File: config.mk
export PLATFORM = sky130hd
export DESIGN_NAME = mem_stage
export DESIGN_NICKNAME = d
export VERILOG_FILES = /design/src/rtl/mem_stage.sv
export SDC_FILE = /design/constraint.sdc
export NUM_CORES = 1
export LEC_CHECK = 0
export BUFFER_PORTS_ARGS = -buffer_cell sky130_fd_sc_hd__buf_2
export CAP_MARGIN = 15
export CORE_AREA = 4 4 122 124
export CTS_BUF_LIST = sky130_fd_sc_hd__clkbuf_8
export CTS_CLUSTER_SIZE = 8
export DETAILED_ROUTE_END_ITERATION = 10
export DIE_AREA = 0 0 126 128
export GPL_ROUTABILITY_DRIVEN = 1
export MAX_ROUTING_LAYER = met4
export PLACE_DENSITY = 0.72
export REMOVE_ABC_BUFFERS = 1
export SETUP_SLACK_MARGIN = 0.2
export SKIP_LAST_GASP = 1
export SLEW_MARGIN = 20
export SYNTH_ARGS = -nofsm -noshare
export SYNTH_HDL_FRONTEND = slang
export SYNTH_SLANG_ARGS = --single-unit
File: constraint.sdc
create_clock -name clk -period 2.7 [get_ports clk]
set_clock_uncertainty 0.1 [all_clocks]
set_input_delay 0.405 -clock clk [delete_from_list [all_inputs] [get_ports clk]]
set_output_delay 0.405 -clock clk [all_outputs]
set_load 0.03 [all_outputs]
File: src/rtl/mem_stage.sv
// Memory-access stage: drives the data-memory handshake, extends load data and fills MEM/WB.
// Optional macro MEM_MISALIGN_CHECK_EN suppresses misaligned H/W accesses and pulses misalign_m.
module mem_stage (
  input  logic        clk,
  input  logic        reset,
  input  logic        regwrite_m,
  input  logic [1:0]  result_src_m,
  input  logic        memwrite_m,
  input  logic [2:0]  funct3_m,
  input  logic [31:0] alu_result_m,
  input  logic [31:0] writedata_m,
  input  logic [4:0]  rd_m,
  input  logic [31:0] pc_plus_4_m,
  input  logic        dmem_ready,
  input  logic [31:0] dmem_rdata,
  output logic        dmem_req,
  output logic        dmem_we,
  output logic [31:0] dmem_addr,
  output logic [31:0] dmem_wdata,
  output logic [3:0]  dmem_be,
  output logic        stall_m,
  output logic        misalign_m,
  output logic        mem_wb_regwrite,
  output logic [1:0]  mem_wb_result_src,
  output logic [31:0] mem_wb_alu_result,
  output logic [31:0] mem_wb_read_data,
  output logic [4:0]  mem_wb_rd,
  output logic [31:0] mem_wb_pc_plus_4
);

  localparam logic [0:0] IDLE = 1'b0;
  localparam logic [0:0] WAIT = 1'b1;

  logic [0:0]  state_reg, state_next;
  logic [1:0]  a;
  logic        access, suppressed;
  logic        size_b, size_h, is_unsigned;
  logic [7:0]  byte_sel;
  logic [15:0] half_sel;
  logic [31:0] load_ext;

  assign a      = alu_result_m[1:0];
  assign access = memwrite_m | (result_src_m == 2'b01);

  // Unlisted funct3 codes fall through to word access.
  always_comb begin
    size_b      = 1'b0;
    size_h      = 1'b0;
    is_unsigned = 1'b0;
    case (funct3_m)
      3'b000: size_b = 1'b1;
      3'b001: size_h = 1'b1;
      3'b100: begin size_b = 1'b1; is_unsigned = 1'b1; end
      3'b101: begin size_h = 1'b1; is_unsigned = 1'b1; end
      default: ;
    endcase
  end

`ifdef MEM_MISALIGN_CHECK_EN
  assign suppressed = access & ((size_h & a[0]) | (~size_b & ~size_h & (a != 2'b00)));
`else
  assign suppressed = 1'b0;
`endif

  assign dmem_req  = access & ~reset & ~suppressed;
  assign dmem_we   = memwrite_m;
  assign dmem_addr = {alu_result_m[31:2], 2'b00};
  assign stall_m   = access & ~dmem_ready & ~suppressed & ~reset;

  always_comb begin
    if (size_b) begin
      dmem_be    = 4'b0001 << a;
      dmem_wdata = {4{writedata_m[7:0]}};
    end else if (size_h) begin
      dmem_be    = 4'b0011 << {a[1], 1'b0};
      dmem_wdata = {2{writedata_m[15:0]}};
    end else begin
      dmem_be    = 4'b1111;
      dmem_wdata = writedata_m;
    end
  end

  always_comb begin
    case (a)
      2'b00:   byte_sel = dmem_rdata[7:0];
      2'b01:   byte_sel = dmem_rdata[15:8];
      2'b10:   byte_sel = dmem_rdata[23:16];
      default: byte_sel = dmem_rdata[31:24];
    endcase
    half_sel = a[1] ? dmem_rdata[31:16] : dmem_rdata[15:0];
    if (size_b)
      load_ext = {{24{byte_sel[7] & ~is_unsigned}}, byte_sel};
    else if (size_h)
      load_ext = {{16{half_sel[15] & ~is_unsigned}}, half_sel};
    else
      load_ext = dmem_rdata;
  end

  // WAIT only tracks an outstanding request; upstream is frozen so inputs stay stable.
  always_comb begin
    state_next = state_reg;
    case (state_reg)
      IDLE:    if (dmem_req && !dmem_ready) state_next = WAIT;
      WAIT:    if (dmem_ready) state_next = IDLE;
      default: state_next = IDLE;
    endcase
  end

  always_ff @(posedge clk) begin
    if (reset) begin
      state_reg         <= IDLE;
      mem_wb_regwrite   <= 1'b0;
      mem_wb_result_src <= 2'b00;
      mem_wb_alu_result <= '0;
      mem_wb_read_data  <= '0;
      mem_wb_rd         <= '0;
      mem_wb_pc_plus_4  <= '0;
    end else begin
      state_reg <= state_next;
      if (stall_m) begin
        mem_wb_regwrite   <= 1'b0;
        mem_wb_result_src <= 2'b00;
        mem_wb_alu_result <= '0;
        mem_wb_read_data  <= '0;
        mem_wb_rd         <= '0;
        mem_wb_pc_plus_4  <= '0;
      end else begin
        mem_wb_regwrite   <= regwrite_m & ~suppressed;
        mem_wb_result_src <= result_src_m;
        mem_wb_alu_result <= alu_result_m;
        mem_wb_read_data  <= load_ext;
        mem_wb_rd         <= rd_m;
        mem_wb_pc_plus_4  <= pc_plus_4_m;
      end
    end
  end

`ifdef MEM_MISALIGN_CHECK_EN
  logic misalign_reg;
  always_ff @(posedge clk) begin
    if (reset) misalign_reg <= 1'b0;
    else       misalign_reg <= suppressed;
  end
  assign misalign_m = misalign_reg;
`else
  assign misalign_m = 1'b0;
`endif

endmodule

======== Yosys cells after proc, flatten, opt, wreduce, memory -nomap -nowiden ========
Index checks and enable logic that the tools add are counted.
operators by class
  eq/ne operators ......................... 6
  shift operators ......................... 2
  reduce and logical (&&, ||, !) cells .... 6
  bitwise logic cells ..................... 9
  mux-type cells .......................... 11
operators with widths
  kind                 number
  $mux 32              4
  $pmux 8 s3           1
  $mux 16              1
  $mux 4               2
  $reduce_or 2->1      4
  $eq 3x3->1 const B   2
  $and 1x1->1          5
  $eq 2x1->1 const B   2
  $shl 1x2->4 const A  1
  $shl 2x2->4 const A  1
  $eq 3x1->1 const B   1
  $logic_not 3->1      1
  $mux 1               3
  $not 1->1            3
  $eq 2x2->1 const B   1
  $logic_not 2->1      1
  $or 1x1->1           1
storage, ports and cells
  bits of input ports ..................... 143
  bits in registers ....................... 104

======== Logic depth before layout (Yosys ltp) ========
Gate-level depths: netlist (run 1).
  depth after elaboration ................. 7
  gate-level depth with buffers ........... 6
  depth with buffers taken out ............ 3

======== Worst setup path after synthesis (run 1) ========
OpenSTA, ideal clock, no wires.
  kind .................................... input-to-output
  start point ............................. in funct3_m[0]
  end point ............................... out dmem_be[1]
  buffers on the path ..................... 3
  stages .................................. 5
  data arrival time ....................... 1.842 ns
  required time ........................... 2.195 ns
  setup slack ............................. 0.353 ns
  cells stage by stage .................... buf_2 -> buf_2 -> clkbuf_1 -> nor2_1 -> o21ai_0
on the way
  cells in the longest elaborated chain, start to end .. 5
  elaborated cells on any way between the ends .. 10
  those cells by class .................... eq/ne (3); mux (4); reduce/logical (3)
ends and longest elaborated chain
  item                                      line  RTL
  from (decl)                               9     input logic [2:0] funct3_m,
  $eq 3x3->1 or $eq 3x1->1 (tied branches)  50    case (funct3_m)
  $reduce_or 2->1 (no source line)          --
  $mux 1                                    50
  $mux 4                                    74    end else if (size_h) begin
  $mux 4 *                                  71    if (size_b) begin
  to (decl)                                 20    output logic [3:0] dmem_be,
Mark *: on every way between the ends. The rest lies on a longest branch, timed or not.

======== Final worst setup path (run 1) ========
  start point ............................. in funct3_m[0]
  end point ............................... out dmem_wdata[12]
on the way
  cells in the longest elaborated chain, start to end .. 4
  elaborated cells on any way between the ends .. 5
  those cells by class .................... eq/ne (1); mux (2); reduce/logical (2)
ends and longest elaborated chain
  item                                           line  RTL
  $eq 3x3->1 or $logic_not 3->1 (tied branches)  50
  $reduce_or 2->1 (no source line) *             --
  $mux 1 *                                       50
  $mux 32 *                                      71
  to (decl)                                      19    output logic [31:0] dmem_wdata,
Marks and branches as above.

==> results of run 1 <==
[state kept, by name, indices dropped and copies added (netlist names)]
signal	flops
mem_wb_read_data	32
mem_wb_result_src	2
mem_wb_rd	5
mem_wb_pc_plus_4	32
mem_wb_regwrite	1
mem_wb_alu_result	32
[cell usage in the layout (no fill, tap or decap), types with 2 or more instances in the layout]
master       n
nand3_1      9
nor3b_1      2
dfxtp_1    104
nand2_1     22
inv_8        2
clkinv_1     2
mux2_2      30
nand2b_1     2
o22ai_1     15
inv_6        2
diode_2      3
a32oi_1      8
buf_2      315
buf_4       15
clkbuf_8     9
nor2_1       4
nor3_1       2
a21oi_1      2
mux2i_1      8
and2_1      71
nor2b_1      4
o2111ai_1   15
a31oi_1     17
conb_1       3
o21ai_0     26
inv_1        2
[stage by stage]
step           total power, mW  hold WS, ns
6_report                  3.57        0.119
5_1_grt                   3.74       0.0814
4_1_cts                   3.62       0.0865
3_5_place_dp              2.57        0.506
3_3_place_gp              2.56        0.504
2_1_floorplan             2.13        0.427
[layer usage]
metal  vias up  track usage [%]  part of all wire [%]
li1       1970                -                     -
met3        33             3.62                   7.7
met2       262             32.2                    54
met1      1873             16.5                    34
met4         0             10.2                   4.3
met5         -                -                     0
[kinds of logic (layout without fill, tap and decap cells)]
| kind of cell | after synthesis | in the layout |
|---|---|---|
| compound gates | 83 | 83 |
| buf+inv | 81 | 350 |
| flops | 104 | 104 |
| mux | 40 | 40 |
| other cells | 1 | 6 |
| simple gates | 120 | 120 |
[area by class of cell]
type	instances	area [um^2]	area share [%]
sequential	104	2080	35.1
timing repair buffer	330	1690	28.5
multi-input combinational	246	1690	28.5
tap	180	225	3.80
clock buffer	9	124	2.09
clock inverter	7	95.1	1.60
inverter	4	15.0	0.253
antenna	3	7.51	0.127
[how the worst min path moves through the flow]
stage | start | end
after floorplan | alu_result_m[0] | mem_wb_alu_result[0]$_SDFF_PP0_
after global placement | pc_plus_4_m[5] | mem_wb_pc_plus_4[5]$_SDFF_PP0_
after detailed placement | pc_plus_4_m[13] | mem_wb_pc_plus_4[13]$_SDFF_PP0_
after CTS | pc_plus_4_m[19] | mem_wb_pc_plus_4[19]$_SDFF_PP0_
after global routing | pc_plus_4_m[24] | mem_wb_pc_plus_4[24]$_SDFF_PP0_
final | pc_plus_4_m[9] | mem_wb_pc_plus_4[9]$_SDFF_PP0_
[power by group]
group	switching, mW	internal [mW]	total [mW]
sequential	0.0198	1.62	1.64
combinational	0.585	0.297	0.882
clock	0.591	0.458	1.05
==> impl_metrics.tcl, run 1 <==
set metrics [dict create \
    status "finished, violations left" \
    failed_checks "design-rule violations" \
    io-pin-count 319 \
    synth_largest_area_cell "dfxtp_1" \
    critical_path_class "input pin to output port" \
    critical_path_peak_fanout 12 \
    tritoncts_num_sinks 104 \
    synth_top_family_by_area "simple AND/OR/NAND/NOR gates" \
    initial_core_util_pct 31.3 \
    tritoncts_buffer_count 9 \
    transition_time_at_the_pin_with_the_least_slew_margin_ns 0.891 \
    cts.repair_timing.setup_buffer_count 0 \
    synth-seq-area-share_pct 48.3 \
    filler_cells_inserted 1419 \
    synth_top_cells_by_count "dfxtp_1 (104), and2_1 (71), buf_4 (45), mux2_2 (30), o21ai_0 (26)" \
    netlist_instances 429 \
    die_area_um2 16100 \
    cts_tree "built" \
    fmax_mhz 462 \
    die_width_um 126 \
    maximum_single_stage_delay_on_the_critical_path_ns 0.49 \
    finish.cell_count_without_fillers 883 \
    post_synth_main_area_contributors "dfxtp_1 (48%), and2_1 (10%), buf_4 (7.8%)" \
    dr_total_vias 4138 \
    clkTransAtPathRegs_ns 0.11 \
    yosys.cell_types.count 31 \
    gpl.final_weighted_congestion 0.835 \
    fin_tns_setup_ns 0 \
    drt-vias-per-instance 4.69 \
    post_synth_fa_ha_maj_area_fraction_pct 0 \
    wl_per_cell_um 16.5 \
    gr-total-overflow 0 \
    place_area_um2 5700 \
    finalCritPeriodShare_pct 80.1 \
    slowest_stage "nor2_2" \
    fraction_of_registers_with_async_set_or_reset_after_synthesis_pct 0 \
    post_synth_instance_area_um2 4310 \
    setup.worst_path.end_class "output port" \
    rows 43 \
    port_buffers 315 \
    grt_first_pass_wirelength_mm 21.2 \
    numPlacedInstances 864 \
    ys.warnings.count 0 \
    synth-seq-cells 104 \
    chip_height_um 128 \
    synth-main-ff-cell "dfxtp_1" \
    cp_data_required_time_ns 2.19 \
    power.density_cell_area_nw_per_um2 603 \
    clock_tree.buffer_depth 2 \
    clock_tree.root_cell "clkbuf_8" \
    setup_viol 0 \
    htree_num_levels 3 \
    ctsHoldBuffers 0 \
    cp_cell_sequence "buf_2 > nor2_2 > mux2_2 > buf_2" \
    worst_ir_drop_vdd_uv 258 \
    synth_enable_flop_cells 0 \
    placeableCoreArea_um2 13800 \
    ctsResizeCount 0 \
    first_global_vias 4068 \
    timing_hold_violations_final 0 \
    cap_viol_max_count 0 \
    stdcell_area_um2 5930 \
    dr.first_iter.drc_count 172 \
    critical_path_most_common_cell "buf_2" \
    timing.hold.worst.class "input pin to flip-flop" \
    finish.net_count 838 \
    worst_path_dominant_cell_family "simple AND/OR/NAND/NOR gates" \
    worstSetupStartpointType "input pin" \
    rsz0062_at_grt "no" \
    drt_total_wl_mm 14.6 \
    worst-path-stages 4 \
    first_pass_iters 10 \
    startpoint_of_the_worst_setup_timing_path "funct3_m[0]" \
    layout.core_utilization_pct 43.0 \
    whs_path_depth 2 \
    yosys.cell_count.top_type "dfxtp_1" \
    number_of_design_rule_violations_left_after_detail_routing 4 \
    crit_arrival_ns 1.66 \
    timing_max_transition_violations_final 0 \
    synthXorXnorAreaFrac_pct 0 \
    hpwlAfterDp_mm 11.8 \
    area_growth_pct 37.6 \
    number_of_buffers_and_inverters_on_the_critical_path 2 \
    period_minus_slack_ns 2.16 \
    drive_gt1_share_pct 54.3 \
    syn_area_per_cell_um2 10.0 \
    power_leakage_nw 2.98 \
    yosys-mux-area-fraction_pct 10.5 \
    dp_worst_setup_slack_ns 0.468 \
    synth_simple_gate_area_share_pct 15.8 \
    synthDominantCellAreaShare_pct 48.3 \
    grt_max_degree 71 \
    setup.worst_path.end "dmem_wdata[12]" \
    grt_use_total_pct 17.3 \
    post_route_setup_slack_ns 0.536 \
    slew_headroom_pct 40.1 \
    synth-compound-area-share_pct 12.6 \
    antenna_violations_before_repair 3 \
    drtAntennaViolNets 0 \
]
Note: power is estimated with default switching activity, not from simulation.
==> run 2: changes to the inputs <==
PLACE_DENSITY = 0.74   (was 0.72)
clock period = 1.73 ns   (was 2.7 ns; I/O delays follow)
==> run 2 against run 1 <==
  * The flow now finishes without violations
  * Combinational power up 79%
  * Sequential cell count unchanged
  * Total power up 61%
  * Largest power group unchanged
==> impl_metrics.tcl, run 2 (synthesized netlist as in run 1, its figures left out) <==
set metrics [dict create \
    gpl.final_weighted_congestion 0.851 \
    clkTransAtPathRegs_ns 0.09 \
    drt_total_wl_mm 16.8 \
    finish.cell_count_without_fillers 960 \
    htree_num_levels 3 \
    io-pin-count 319 \
    post_route_setup_slack_ns 0.236 \
    grt_first_pass_wirelength_mm 24.7 \
    timing_max_transition_violations_final 0 \
    finalCritPeriodShare_pct 86.3 \
    hpwlAfterDp_mm 12.0 \
    min_from "alu_result_m[20]" \
    dr_total_vias 4526 \
    number_of_buffers_and_inverters_on_the_critical_path 3 \
    fin_tns_setup_ns 0 \
    timing_hold_violations_final 0 \
    grt_use_total_pct 20.2 \
    layout.cells.most_common "buf_2" \
    worstSetupStartpointType "input pin" \
    numPlacedInstances 875 \
    initial_core_util_pct 31.3 \
    dp_worst_setup_slack_ns 0.114 \
    antenna_violations_before_repair 3 \
    rows 43 \
    die_width_um 126 \
    stdcell_area_um2 6770 \
    slowest_stage "mux2_2" \
    layout.cells.most_common_list "buf_2 (306), dfxtp_1 (104), and2_1 (71), dlygate4sd3_1 (64), mux2_2 (30)" \
    power.density_cell_area_nw_per_um2 850 \
    worst_ir_drop_vdd_uv 536 \
    tritoncts_num_sinks 104 \
    status "completed" \
    die_area_um2 16100 \
    cp_cell_sequence "buf_6 > nor2_4 > buf_6 > mux2_2 > buf_4" \
    cts_tree "built" \
    largest_registers "mem_wb_alu_result (32), mem_wb_pc_plus_4 (32), mem_wb_read_data (32)" \
    startpoint_of_the_worst_setup_timing_path "funct3_m[1]" \
    cp_data_required_time_ns 1.37 \
    cap_viol_max_count 0 \
    crit_arrival_ns 1.13 \
    critical_path_peak_fanout 11 \
    drtAntennaViolNets 0 \
    rsz0062_at_grt "no" \
    placeableCoreArea_um2 13800 \
    setup.worst_path.end_class "output port" \
    grt_max_degree 71 \
    filler_cells_inserted 1280 \
    port_buffers 315 \
    clock_tree.root_cell "clkbuf_8" \
    register_area_um2 2080 \
    maximum_single_stage_delay_on_the_critical_path_ns 0.33 \
    multiInputGateArea_um2 1690 \
    gr-total-overflow 0 \
    drive_gt1_share_pct 50.5 \
    power_leakage_nw 3.35 \
    number_of_design_rule_violations_left_after_detail_routing 0 \
    tritoncts_buffer_count 9 \
    setup_viol 0 \
    finish.net_count 914 \
    area_growth_pct 57.1 \
    wl_per_cell_um 17.5 \
    hold_ws_ns 0.0297 \
    timing.hold.worst.class "input pin to flip-flop" \
    chip_height_um 128 \
    first_pass_iters 4 \
    dr.first_iter.drc_count 175 \
    critical_path_most_common_cell "buf_6" \
    place_area_um2 5830 \
    critical_path_class "input pin to output port" \
    drt-vias-per-instance 4.71 \
    period_minus_slack_ns 1.49 \
    clock_tree.buffer_depth 2 \
    fmax_mhz 670 \
    worst_path_dominant_cell_family "buffers and inverters" \
    first_global_vias 4594 \
]
run 2: cell types whose count changed in the layout (fill, tap and decap cells not counted):
cell           delta
diode_2           +1
buf_6            +11
inv_6             +1
dlygate4sd3_1    +64
nor2_2            -1
clkinv_8          -1
nor2_4            +1
clkinv_4          -1
buf_2             -9
buf_12            +4
buf_4             +6
clkinv_2          +1
run 2: per-layer routing:
metal,track usage [%],part of all wire [%]
met5,-,0
met4,9.34,3.8
met3,5.58,7.7
met2,39.4,55
met1,18.0,33
run 2: per-stage QoR:
stage	total power [mW]	utilization (%)
2_1_floorplan	3.32	-
3_3_place_gp	4.03	42.3
3_5_place_dp	4.04	42.3
4_1_cts	5.77	48.7
5_1_grt	6.02	49.1
6_report	5.75	49.1
run 2: path summary, 6_finish.rpt:
path                                                to  slack [ns]  depth (start not counted)
worst min-delay path  mem_wb_alu_result[20]$_SDFF_PP0_        0.03                          2
worst max-delay path                    dmem_wdata[13]        0.24                          5
run 2: report_power, final:
| group | total (mW) | switching [mW] | leakage (nW) | internal (mW) |
|---|---|---|---|---|
| Clock | 1.60 | 0.899 | 0.108 | 0.704 |
| Sequential | 2.57 | 0.0344 | 0.858 | 2.53 |
| Combinational | 1.58 | 0.971 | 2.38 | 0.608 |
| Total | 5.75 | 1.90 | 3.35 | 3.84 |
run 2: layout make-up:
type	instances	share of cell area (%)
multi-input cells	246	25.0
repair buffers	406	37.4
flip-flops and latches	104	30.8
diodes	4	0.148
inverters	4	0.222
clock buffers	9	1.83
well taps	180	3.33
clock inverters	7	1.24
run 2: what timing repair did:
item	CTS	global route
gates resized for setup	11	12
setup endpoints to repair	16	8
buffers inserted	0	1
hold buffers	63	1
hold endpoints to repair	63	1
pin swaps	0	1
